File: src/rtl/shift_pkg.sv
// Shared definitions for the shift-register serial link receive path.
package shift_pkg;

    localparam int DEFAULT_WIDTH = 4;

    // Bit order of the serial stream; the MSBFirst pin carries this encoding.
    typedef enum logic {
        LSB_FIRST = 1'b0,
        MSB_FIRST = 1'b1
    } shift_dir_t;

endpackage

File: src/rtl/deser_out_buf.sv
// One-entry valid/ready output register for the deserializer.
// accept_ok tells the shifter whether a word completing this cycle can be
// stored (buffer empty, or being drained in the same cycle).
module deser_out_buf #(
    parameter int WIDTH = 4
) (
    input  logic             clock,
    input  logic             reset,
    input  logic             load,
    input  logic [WIDTH-1:0] data,
    input  logic             word_ready,
    output logic [WIDTH-1:0] Q,
    output logic             word_valid,
    output logic             accept_ok
);

    logic [WIDTH-1:0] r_q;
    logic             r_valid;

    assign accept_ok  = !r_valid || word_ready;
    assign Q          = r_q;
    assign word_valid = r_valid;

    // Load a new word when there is room, otherwise drain on handshake.
    always_ff @(posedge clock or negedge reset) begin
        if (!reset) begin
            r_q     <= '0;
            r_valid <= 1'b0;
        end else if (load && accept_ok) begin
            r_q     <= data;
            r_valid <= 1'b1;
        end else if (r_valid && word_ready) begin
            r_valid <= 1'b0;
        end
    end

endmodule

File: src/rtl/shift_deserializer.sv
// Serial-in, parallel-out receiver: assembles WIDTH-bit words one qualified
// bit at a time, MSB-first or LSB-first chosen per bit, and hands completed
// words to a one-entry valid/ready buffer. A word that completes while the
// buffer is full and not being drained is dropped and flagged in overrun.
module shift_deserializer
    import shift_pkg::*;
#(
    parameter int WIDTH = DEFAULT_WIDTH,
    parameter int CW    = $clog2(WIDTH)
) (
    input  logic             clock,
    input  logic             reset,
    input  logic             serial_in,
    input  logic             bit_valid,
    input  logic             MSBFirst,
    input  logic             clear,
    input  logic             word_ready,
    output logic [WIDTH-1:0] Q,
    output logic             word_valid,
    output logic             overrun,
    output logic [CW-1:0]    bit_count
);

    localparam logic [CW-1:0] LAST_BIT = CW'(WIDTH - 1);

    logic [WIDTH-1:0] r_sreg;
    logic [CW-1:0]    r_count;
    logic             r_overrun;

    logic [WIDTH-1:0] w_shifted;
    logic             w_accept;
    logic             w_last;
    logic             w_complete;
    logic             w_accept_ok;
    shift_dir_t       w_dir;

    assign w_dir      = shift_dir_t'(MSBFirst);
    assign w_accept   = bit_valid && !clear;
    assign w_last     = (r_count == LAST_BIT);
    assign w_complete = w_accept && w_last;

    // Next shift-register value including the incoming bit.
    always_comb begin
        w_shifted = r_sreg;
        if (w_dir == MSB_FIRST) begin
            w_shifted = {r_sreg[WIDTH-2:0], serial_in};
        end else begin
            w_shifted = {serial_in, r_sreg[WIDTH-1:1]};
        end
    end

    // Shift register, bit counter and sticky overrun; clear aborts the word.
    always_ff @(posedge clock or negedge reset) begin
        if (!reset) begin
            r_sreg    <= '0;
            r_count   <= '0;
            r_overrun <= 1'b0;
        end else if (clear) begin
            r_sreg    <= '0;
            r_count   <= '0;
            r_overrun <= 1'b0;
        end else begin
            if (w_accept) begin
                r_sreg  <= w_shifted;
                r_count <= w_last ? '0 : r_count + 1'b1;
            end
            if (w_complete && !w_accept_ok) begin
                r_overrun <= 1'b1;
            end
        end
    end

    deser_out_buf #(
        .WIDTH(WIDTH)
    ) u_out_buf (
        .clock      (clock),
        .reset      (reset),
        .load       (w_complete),
        .data       (w_shifted),
        .word_ready (word_ready),
        .Q          (Q),
        .word_valid (word_valid),
        .accept_ok  (w_accept_ok)
    );

    assign overrun   = r_overrun;
    assign bit_count = r_count;

endmodule

File: config.mk
export PLATFORM = sky130hd
export DESIGN_NAME = shift_deserializer
export DESIGN_NICKNAME = d
export VERILOG_FILES = /design/src/rtl/shift_pkg.sv /design/src/rtl/deser_out_buf.sv /design/src/rtl/shift_deserializer.sv
export SDC_FILE = /design/constraint.sdc
export NUM_CORES = 1
export LEC_CHECK = 0
export ABC_AREA = 0
export BUFFER_PORTS_ARGS = -buffer_cell sky130_fd_sc_hd__buf_4
export CAP_MARGIN = 20
export CORE_AREA = 3 3 40 42
export CTS_BUF_LIST = sky130_fd_sc_hd__clkbuf_2
export DETAILED_ROUTE_END_ITERATION = 10
export DIE_AREA = 0 0 43 45
export PLACE_DENSITY = 0.77
export SKIP_LAST_GASP = 1
export SLEW_MARGIN = 25
export SYNTH_ARGS = -nofsm -noshare
export SYNTH_HDL_FRONTEND = slang
export SYNTH_HIERARCHICAL = 1
export SYNTH_SLANG_ARGS = --single-unit
File: constraint.sdc
create_clock -name clock -period 1.3 [get_ports clock]
set_clock_uncertainty 0.05 [all_clocks]
set_input_delay 0.26 -clock clock [delete_from_list [all_inputs] [get_ports clock]]
set_output_delay 0.26 -clock clock [all_outputs]
set_load 0.01 [all_outputs]
Yosys cells after proc, flatten, opt, wreduce, memory -nomap -nowiden
Cells that the tools add are included.
{ "classes": {"shift": 0, "n_addsub": 1, "n_eq_ne": 1, "n_mul": 0, "n_div": 0, "n_reduce_logical": 12, "n_lt_le_gt_ge": 0, "bitwise": 0, "mux": 10} }
{ "op_table": {"columns": ["op", "count"], "rows": [
  ["$mux 4", 3],
  ["$mux 2", 3],
  ["$reduce_bool 2->1", 3],
  ["$logic_and 1x1->1", 5],
  ["$mux 1", 4],
  ["$logic_not 1->1", 3],
  ["$add 2x1->2 const B", 1],
  ["$eq 2x2->1 const B", 1],
  ["$logic_or 1x1->1", 1]
]} }
{ "word_totals": {"mem_bits_ro": 0, "latch_bits": 0, "ff_bits": 12, "mem_count": 0, "mem_bits_rw": 0} }

Longest topological paths before layout
Gate-level depths: netlist of the first run.
{ "depth": {"depth_word": 6, "ltp_mapped": 5, "depth_no_buf": 5} }

Modules after synthesis
Netlist of the first run, hierarchy kept.
{ "modules_own_cells": {"columns": ["mod", "cells_per_inst", "seq_area_each_um2", "area_each_um2", "instances"], "rows": [
  ["shift_deserializer", 32, 175.2, 379.1, 1],
  ["deser_out_buf", 12, 125.1, 217.7, 1]
]} }

Worst setup path before layout of the first run
OpenSTA, ideal clock, no wires.
{ "synth_timing": {"path_type": "register to register", "from": "register r_count[0], in the netlist bit_count[0]", "to": "register u_out_buf.r_q[0], in the netlist u_out_buf/Q[0]", "arrival_time_ps": 1210, "stages_incl_launch_ff": 6, "period_less_slack_ps": 1385, "path_buffers": 0, "t_required_ps": 1125, "setup_slack_ps": -85, "path_cell_list": "dfrtp_1 -> ha_1 -> nand2_1 -> nor2_1 -> nand2_4 -> mux2_4"} }
{ "synth_via": {"elab_chain_len": 3} }
{ "synth_lines": {"columns": ["element", "line", "source"], "rows": [
  ["from (decl)", "shift_deserializer.sv:27", "logic [CW-1:0] r_count;"],
  ["from (signal assigned)", "shift_deserializer.sv:65", "r_count <= w_last ? '0 : r_count + 1'b1;"],
  ["$eq 2x2->1", "shift_deserializer.sv:39", "assign w_last = (r_count == LAST_BIT);"],
  ["$logic_and 1x1->1", "shift_deserializer.sv:40", "assign w_complete = w_accept && w_last;"],
  ["via w_complete", "shift_deserializer.sv:33", "logic w_complete;"],
  ["$logic_and 1x1->1", "deser_out_buf.sv:29", "end else if (load && accept_ok) begin"],
  ["to (signal assigned)", "deser_out_buf.sv:30", "r_q <= data;"],
  ["to (decl)", "deser_out_buf.sv:17", "logic [WIDTH-1:0] r_q;"]
]} }
The timed path passes the listed nets, and every way through them passes these cells.
A chain may end at the register's enable or synchronous reset.

Worst setup path in the final report of the first run
{ "layout_timing": {"from": "register r_count[0], in the netlist bit_count[0]", "to": "register u_out_buf.r_q[2], in the netlist u_out_buf/Q[2]"} }
Same word-level chain as after synthesis.

==> qor.txt, run 1 <==
status - finished clean
WL/cell - 13.5 µm
Worst VDD drop - 0.421 mV
HP Class - in -> reg
fin. max-slew vios - 0
FP Rows - 13
clock root buffer - clkbuf_2
Reg2Reg Depth - 5
antenna cells - 0
Synth Cell Area - 597 µm²
vias in the first global route - 438
count of flip-flops with a built-in enable after synthesis - 0
GR Util All Layers - 0.131
Worst Path Buf+Inv - 0
postcts setup bufs - 0
Max Clk Rate - 775 MHz
fin crit period - 1.29 ns
Hold WS - 0.154 ns
GRT Residual Overflow - 0
worst path required time - 1.40 ns
synth-to-layout area growth - 28.3%
Post-Synthesis Cells - 44
Residual DRC - 0
Post-Syn Nets - 52
LEAKAGE - 0.392 nW
num ports - 15
post-route ant nets - 0
count of final hold-check violations - 0
first-pass GRT wire length - 1810 µm
Clock Tree Buf Depth - 2
final worst path period share - 0.993
ys async rst share - 1.00
1st-iter DRT viols - 1
Worst Hold End - bit_count[0]
Horiz. Die Dim - 43 µm
DR vias/cell - 5.04
Inserted Clock Buffers - 3
PD cells - 982 nW/µm²
height of the die - 45 µm
slowest cell delay on critical path - 0.38 ns
CP max FO - 4
Vias - 398
Seq cells post-synth - 12
reg2reg end - u_out_buf/Q[2]
CP Cell Sequence - ha_2 > nand2_2 > nor2_4 > nand2_4 > mux2_4
Slew HR - 0.921
CTS H-Tree Depth - 1
TritonCTS clock tree - built
Port Buffer Count - 14
Main synth FF type - dfrtp_1
Clock Pin Slew Worst Setup and Hold Paths - 0.13 ns
critical path class - reg -> reg
Post-Syn Area per Cell - 13.6 µm²
Crit path max-delay family - flip-flops
Clock Latency Late Sink - 0.26 ns
Placed Instances - 74
die area - 1940 µm²
post-synthesis sequential area ratio - 0.503
clk sinks - 12
Area contributors post-synth - dfrtp_1 (50%), mux2_4 (10%), mux2_2 (7.5%)
Layout Cells excl Fill - 79
core area - 1280 µm²
synth unique cells - 19
drt pass-1 iters - 2
Startpoint Class - flop
WP data arrival - 1.39 ns
RSZ-0062 raised after global routing - true
DP HPWL - 819 µm
Worst R2R Setup Slack - 0.01 ns
Synth Warn # - 6
R2R Path Start - bit_count[0]
Worst Min Path Start - clear
fraction of layout cells with a size suffix above 1 - 0.578
final WL - 1070 µm
initial antenna violation count - 0
biggest area consumer among synthesized cells - dfrtp_1
Yosys top cell area share - 0.503
Crit-path slowest cell - dfrtp_1
worst-margin pin slew - 0.116 ns
Placer Congestion - 0.709
Commonest cells post-synth - dfrtp_1 (12), mux2_2 (4), mux2_4 (4), o21a_1 (4), o21ba_2 (4)
Hold Path Depth - 2
Setup crit end kind - flop
# fillers - 100
Starting Density - 0.464
max_cap viols - 0
most instantiated library cell after synthesis - dfrtp_1
nets - 73
Setup violations, final - 0
largest net degree at the start of global routing - 13
-- worst reg2reg max path: stages (launching register included) --
cell and delay (ns):
dfrtp_1 0.38, ha_2 0.20, nand2_2 0.07, nor2_4 0.10
nand2_4 0.08, mux2_4 0.30
-- final cells by class --
class | instances | area, µm² | share of cell area
clock buffers | 3 | 15.0 | 0.0196
clock inverters | 1 | 3.75 | 0.00490
inverters | 2 | 7.51 | 0.00980
multi-input cells | 29 | 290 | 0.379
flip-flops and latches | 12 | 300 | 0.392
well taps | 15 | 18.8 | 0.0245
repair buffers | 17 | 130 | 0.170
-- layer usage --
metal  GRT usage  vias up  share of wire
met5           0        -              0
met4      0.0904        0          0.022
met3      0.0398        2          0.052
met2       0.216       11           0.50
met1       0.145      193           0.43
li1            -      192              -
-- per-stage QoR --
stage	setup WS (ns)	area [µm²]	util	TNS [ns]	total power, mW
after floorplan	-0.0347	599	-	-0.139	0.497
after global placement	0.0292	727	0.566	0	0.562
after detailed placement	-0.00693	727	0.566	-0.00693	0.567
after CTS	-0.0264	758	0.590	-0.0848	0.761
after global routing	-0.0416	766	0.596	-0.171	0.797
final	0.00968	766	0.596	0	0.752
-- cell usage in the layout, fill, tap and decap left out, types with 2 or more instances in the layout --
cell       n
dfrtp_1   12
clkbuf_2   3
mux2_2     4
mux2_4     4
buf_4     16
o21a_1     4
inv_1      2
o21ba_2    4
-- power by group --
part | switching (mW) | leakage (nW) | total, mW | internal (mW)
logic | 0.0588 | 0.216 | 0.147 | 0.0886
clock network | 0.123 | 0.0140 | 0.190 | 0.0669
registers | 0.0161 | 0.162 | 0.414 | 0.398
total | 0.198 | 0.392 | 0.752 | 0.553
-- state kept, by name (all words and copies together) (netlist names) --
name                  count
r_sreg                    4
u_out_buf/Q               4
bit_count                 2
overrun                   1
u_out_buf/word_valid      1
-- kinds of logic (layout without fill, tap and decap cells) --
group,Yosys count,after routing,synth area share
multiplexers,9,9,0.193
flip-flops,12,12,0.503
buffers and inverters,3,23,0.0314
AO/OA/AOI/OAI,10,10,0.140
adder cells (fa/ha/maj),1,1,0.0210
AND/OR/NAND/NOR,9,9,0.111
-- worst max-delay path by stage --
stage	depth (start not counted)	slack [ns]	startpoint	endpoint
2_1_floorplan	5	-0.03	bit_count[0]	u_out_buf/Q[0]
3_3_place_gp	5	0.03	bit_count[1]	u_out_buf/Q[3]
3_5_place_dp	5	-0.007	bit_count[0]	u_out_buf/Q[0]
4_1_cts	5	-0.03	bit_count[0]	u_out_buf/Q[0]
5_1_grt	5	-0.04	bit_count[0]	u_out_buf/Q[0]
6_report	5	0.01	bit_count[0]	u_out_buf/Q[2]
-- timing repair --
action / 4_1_cts / 5_1_grt
gates resized for setup: 1 / 2
hold buffers: 1 / 0
hold endpoints to repair: 12 / 0
setup endpoints to repair: 4 / 5
(Power assumes the default switching activity.)
==> run 2, diff against run 1 <==
- clock period: 1.3 -> 1.1 ns (I/O delays scaled with it)
==> qor.txt, run 2 (same netlist as run 1, synthesis figures left out) <==
Placed Instances - 76 (+2.7%)
clock root buffer - clkbuf_2
Port Buffer Count - 14 (unchanged)
RSZ-0062 raised after global routing - true
Worst Slack Setup Final - -0.202 ns (-0.212 ns)
fin. max-slew vios - 0 (unchanged)
antenna cells - 0 (unchanged)
Setup WS pre-CTS - -0.186 ns (-0.179 ns)
HP Class - in -> reg
Worst VDD drop - 0.663 mV (+58%)
clk sinks - 12 (unchanged)
max_cap viols - 0 (unchanged)
worst path required time - 1.19 ns (-0.21 ns)
fraction of layout cells with a size suffix above 1 - 0.629 (+0.0504)
Clock Pin Slew Worst Setup and Hold Paths - 0.11 ns (-0.02 ns)
GRT Residual Overflow - 0 (unchanged)
DR vias/cell - 5.00 (-0.75%)
TritonCTS clock tree - built
CP max FO - 4 (unchanged)
CP Launch Point - bit_count[1]
Inserted Clock Buffers - 3 (unchanged)
Clock Tree Buf Depth - 2 (unchanged)
Crit path max-delay family - flip-flops
PD cells - 1090 nW/µm² (+11%)
die area - 1940 µm² (unchanged)
status - finished with violations
CP Cell Sequence - ha_2 > nand2_2 > nor2_4 > nand2_4 > mux2_4
Pwr Total - 917 µW (+22%)
nets - 80 (+9.6%)
height of the die - 45 µm (unchanged)
num ports - 15 (unchanged)
Horiz. Die Dim - 43 µm (unchanged)
1st-iter DRT viols - 1 (unchanged)
Max Clk Rate - 768 MHz (-0.88%)
initial antenna violation count - 0 (unchanged)
Crit-path slowest cell - dfrtp_1
FP Rows - 13 (unchanged)
commonest non-fill, non-tap cell in the layout - buf_4
Slew HR - 0.917 (-0.00415)
WP data arrival - 1.39 ns (about the same)
synth-to-layout area growth - 41.5%
Setup crit end kind - flop
violated checks - setup timing
Residual DRC - 0 (unchanged)
largest net degree at the start of global routing - 13 (unchanged)
fin crit period - 1.30 ns (+0.0115 ns)
worst-margin pin slew - 0.122 ns (+0.00605 ns)
Setup violations, final - 7 (+7)
Worst Min Path Start - bit_valid
GR Util All Layers - 0.140 (+0.00905)
Layout Cells excl Fill - 85 (+7.6%)
post-route ant nets - 0 (unchanged)
CTS H-Tree Depth - 1 (unchanged)
final worst path period share - 1.18 (+0.191)
slowest cell delay on critical path - 0.38 ns (about the same)
drt pass-1 iters - 2 (unchanged)
critical path class - reg -> reg
Clock Latency Late Sink - 0.25 ns (about the same)
vias in the first global route - 453 (+3.4%)
# fillers - 101 (+1.0%)
Placer Congestion - 0.766 (+8.0%)
first-pass GRT wire length - 1930 µm (+6.5%)
Vias - 425 (+6.8%)
WL/cell - 13.6 µm (+0.60%)
LEAKAGE - 0.433 nW (+10%)
Starting Density - 0.464 (unchanged)
setup TNS - -1.16 ns (-1.16 ns)
count of final hold-check violations - 0 (unchanged)
final WL - 1160 µm (+8.2%)
core area - 1280 µm² (unchanged)
final core occ - 0.657 (+0.0613)
most frequent cells in the layout - buf_4 (15), dfrtp_1 (12), buf_6 (8)
R2R Path Start - bit_count[1]
Startpoint Class - flop
Worst Path Buf+Inv - 0 (unchanged)
-- run 2: cell types whose count changed in the layout (fill, tap and decap cells not counted) --
| cell | before | now |
|---|---|---|
| clkinv_1 | 1 | 0 |
| buf_6 | 0 | 8 |
| buf_4 | 16 | 15 |
-- run 2: timing repair --
| action | in CTS | in global routing |
|---|---|---|
| buffers inserted | 1 | 4 |
| hold endpoints to repair | 12 | 0 |
| hold buffers | 1 | 0 |
| pin swaps | 4 | 3 |
| resized for setup | 6 | 5 |
| endpoints found under the setup margin | 9 | 14 |
-- run 2: where the power goes --
part	leakage, nW	internal, mW	switching, mW
logic	0.258	0.140	0.0786
clock network	0.0125	0.0745	0.132
registers	0.162	0.470	0.0205
total	0.433	0.685	0.232
-- run 2: stage by stage --
step / hold slack [ns] / cell area (µm²)
2_1_floorplan: -0.126 / 599
3_3_place_gp: 0.0165 / 742
3_5_place_dp: 0.0166 / 742
4_1_cts: 0.208 / 796
5_1_grt: 0.203 / 845
6_report: 0.217 / 845
-- run 2: worst min-delay path, stage by stage --
cell and delay [ns]:
buf_4 0.12, nand3b_1 0.08, a21oi_1 0.06
-- run 2: worst paths after layout --
path	end	depth (start not counted)	slack, ns
max	u_out_buf/Q[3]	5	-0.20
min	overrun	3	0.22
max reg2reg	u_out_buf/Q[3]	5	-0.20
min reg2reg	overrun	2	0.49
max in group asynchronous	r_sreg[0]	2	0.56
min in group asynchronous	u_out_buf/Q[0]	2	0.28
-- run 2: layout make-up --
type	instances	area, µm²	share of cell area
sequential	12	300	0.356
multi-input combinational	29	290	0.344
inverter	2	7.51	0.00889
timing repair buffer	24	213	0.252
clock buffer	3	15.0	0.0178
tap	15	18.8	0.0222
-- run 2: routing by layer --
layer / up-vias / track usage / share of wire
met5: - / 0 / 0
met4: 0 / 0.0723 / 0
met3: 0 / 0.0359 / 0.039
met2: 9 / 0.249 / 0.53
met1: 209 / 0.155 / 0.43
li1: 207 / - / -
==> run 3, diff against run 2 <==
==> constraint.sdc (replaced) <==
create_clock -name clock -period 1.1 [get_ports clock]
set_clock_uncertainty 0.05 [all_clocks]
set_input_delay 0.055 -clock clock [delete_from_list [all_inputs] [get_ports clock]]
set_output_delay 0.055 -clock clock [all_outputs]
set_load 0.01 [all_outputs]
==> qor.txt, run 3 (same netlist as run 1, synthesis figures left out) <==
most frequent cells in the layout - buf_4 (15), dfrtp_1 (12)
Pwr Total - 883 µW (-3.7%)
HP Class - in -> reg
1st-iter DRT viols - 3 (+2)
nets - 74 (-7.5%)
Port Buffer Count - 14 (unchanged)
fin. max-slew vios - 0 (unchanged)
Worst Slack Setup Final - -0.198 ns (+0.00431 ns)
violated checks - setup timing
largest net degree at the start of global routing - 13 (unchanged)
DP HPWL - 800 µm
count of final hold-check violations - 0 (unchanged)
vias in the first global route - 451 (-0.44%)
GRT Residual Overflow - 0 (unchanged)
Clock Tree Buf Depth - 2 (unchanged)
Placer Congestion - 0.706 (-7.8%)
core area - 1280 µm² (unchanged)
Residual DRC - 0 (unchanged)
LEAKAGE - 0.403 nW (-6.9%)
max_cap viols - 0 (unchanged)
Hold Path Depth - 3 (unchanged)
Reg2Reg Depth - 5 (unchanged)
GR Util All Layers - 0.142 (+0.00180)
Setup WS pre-CTS - -0.195 ns (-0.00916 ns)
# fillers - 107 (+5.9%)
Setup crit end kind - flop
Clock Latency Late Sink - 0.25 ns (about the same)
Inserted Clock Buffers - 3 (unchanged)
Max Clk Rate - 771 MHz (+0.33%)
final worst path period share - 1.18 (-0.00392)
synth-to-layout area growth - 32.5%
num ports - 15 (unchanged)
WP data arrival - 1.40 ns (about the same)
RSZ-0062 raised after global routing - true
fin crit period - 1.30 ns (-0.00431 ns)
fraction of layout cells with a size suffix above 1 - 0.578 (-0.0504)
height of the die - 45 µm (unchanged)
initial antenna violation count - 0 (unchanged)
critical path class - reg -> reg
CTS H-Tree Depth - 1 (unchanged)
status - finished with violations
PD cells - 1120 nW/µm² (+2.9%)
clock root buffer - clkbuf_2
Worst VDD drop - 0.445 mV (-33%)
die area - 1940 µm² (unchanged)
final WL - 1190 µm (+2.7%)
Startpoint Class - flop
Horiz. Die Dim - 43 µm (unchanged)
worst path required time - 1.20 ns (about the same)
drt pass-1 iters - 4 (+2)
commonest non-fill, non-tap cell in the layout - buf_4
Setup violations, final - 5 (-2)
Slew HR - 0.887 (-0.0292)
post-route ant nets - 0 (unchanged)
Vias - 401 (-5.6%)
TritonCTS clock tree - built
FP Rows - 13 (unchanged)
clk sinks - 12 (unchanged)
CP max FO - 4 (unchanged)
WL/cell - 15.0 µm (+10%)
Clock Pin Slew Worst Setup and Hold Paths - 0.11 ns (about the same)
worst-margin pin slew - 0.168 ns (+0.0467 ns)
DR vias/cell - 5.08 (+1.5%)
antenna cells - 0 (unchanged)
Worst R2R Setup Slack - -0.20 ns (about the same)
Starting Density - 0.464 (unchanged)
first-pass GRT wire length - 1960 µm (+1.8%)
-- run 3: final cells by class --
| type | instances | area (µm²) | share of cell area |
|---|---|---|---|
| inverters | 2 | 7.51 | 0.00949 |
| clock buffers | 3 | 15.0 | 0.0190 |
| flip-flops and latches | 12 | 300 | 0.380 |
| well taps | 15 | 18.8 | 0.0237 |
| multi-input cells | 29 | 305 | 0.386 |
| repair buffers | 18 | 144 | 0.182 |
-- run 3: per-stage QoR --
stage / setup TNS, ns / area (µm²) / util / std cells / hold slack (ns)
after CTS: -0.930 / 772 / 0.601 / 80 / 0.0634
after detailed placement: -0.881 / 727 / 0.566 / 74 / -0.150
final: -0.919 / 791 / 0.615 / 79 / 0.0947
after global placement: -0.795 / 727 / 0.566 / 74 / -0.151
after global routing: -1.30 / 791 / 0.615 / 79 / 0.0738
after floorplan: -1.13 / 599 / - / 44 / -0.291
-- run 3: per-layer routing --
metal / routed length [µm] / GRT usage / vias up
met5: 0 / 0 / -
met4: 16 / 0.0904 / 0
met3: 42 / 0.0478 / 2
met2: 583 / 0.216 / 9
met1: 545 / 0.173 / 198
li1: - / - / 192
-- run 3: what timing repair did --
action | CTS | global route
hold buffers | 2 | 0
setup endpoints to repair | 6 | 8
hold endpoints to repair | 15 | 0
setup buffers | 1 | 1
pin swaps | 1 | 3
resized for setup | 1 | 5
cloned | 0 | 0
-- run 3: worst max-delay path, cell delays in order, from the launching register on --
cell and delay, ns:
dfrtp_1 0.41, ha_4 0.17, nand2_4 0.05, nor2_4 0.13, nand2_4 0.08, mux2_4 0.30
-- run 3: path summary, 6_finish.rpt --
path,startpoint,to
min in group asynchronous,reset,r_sreg[3]
hold reg to reg,u_out_buf/Q[1],u_out_buf/Q[1]
hold / removal,bit_valid,overrun
setup / recovery,bit_count[1],u_out_buf/Q[3]
max in group asynchronous,reset,u_out_buf/Q[1]
setup reg to reg,bit_count[1],u_out_buf/Q[3]
-- run 3: report_power, final --
| part | internal [mW] | total (mW) | switching [mW] |
|---|---|---|---|
| Combinational | 0.111 | 0.186 | 0.0743 |
| Clock | 0.0744 | 0.207 | 0.132 |
| Sequential | 0.470 | 0.491 | 0.0203 |
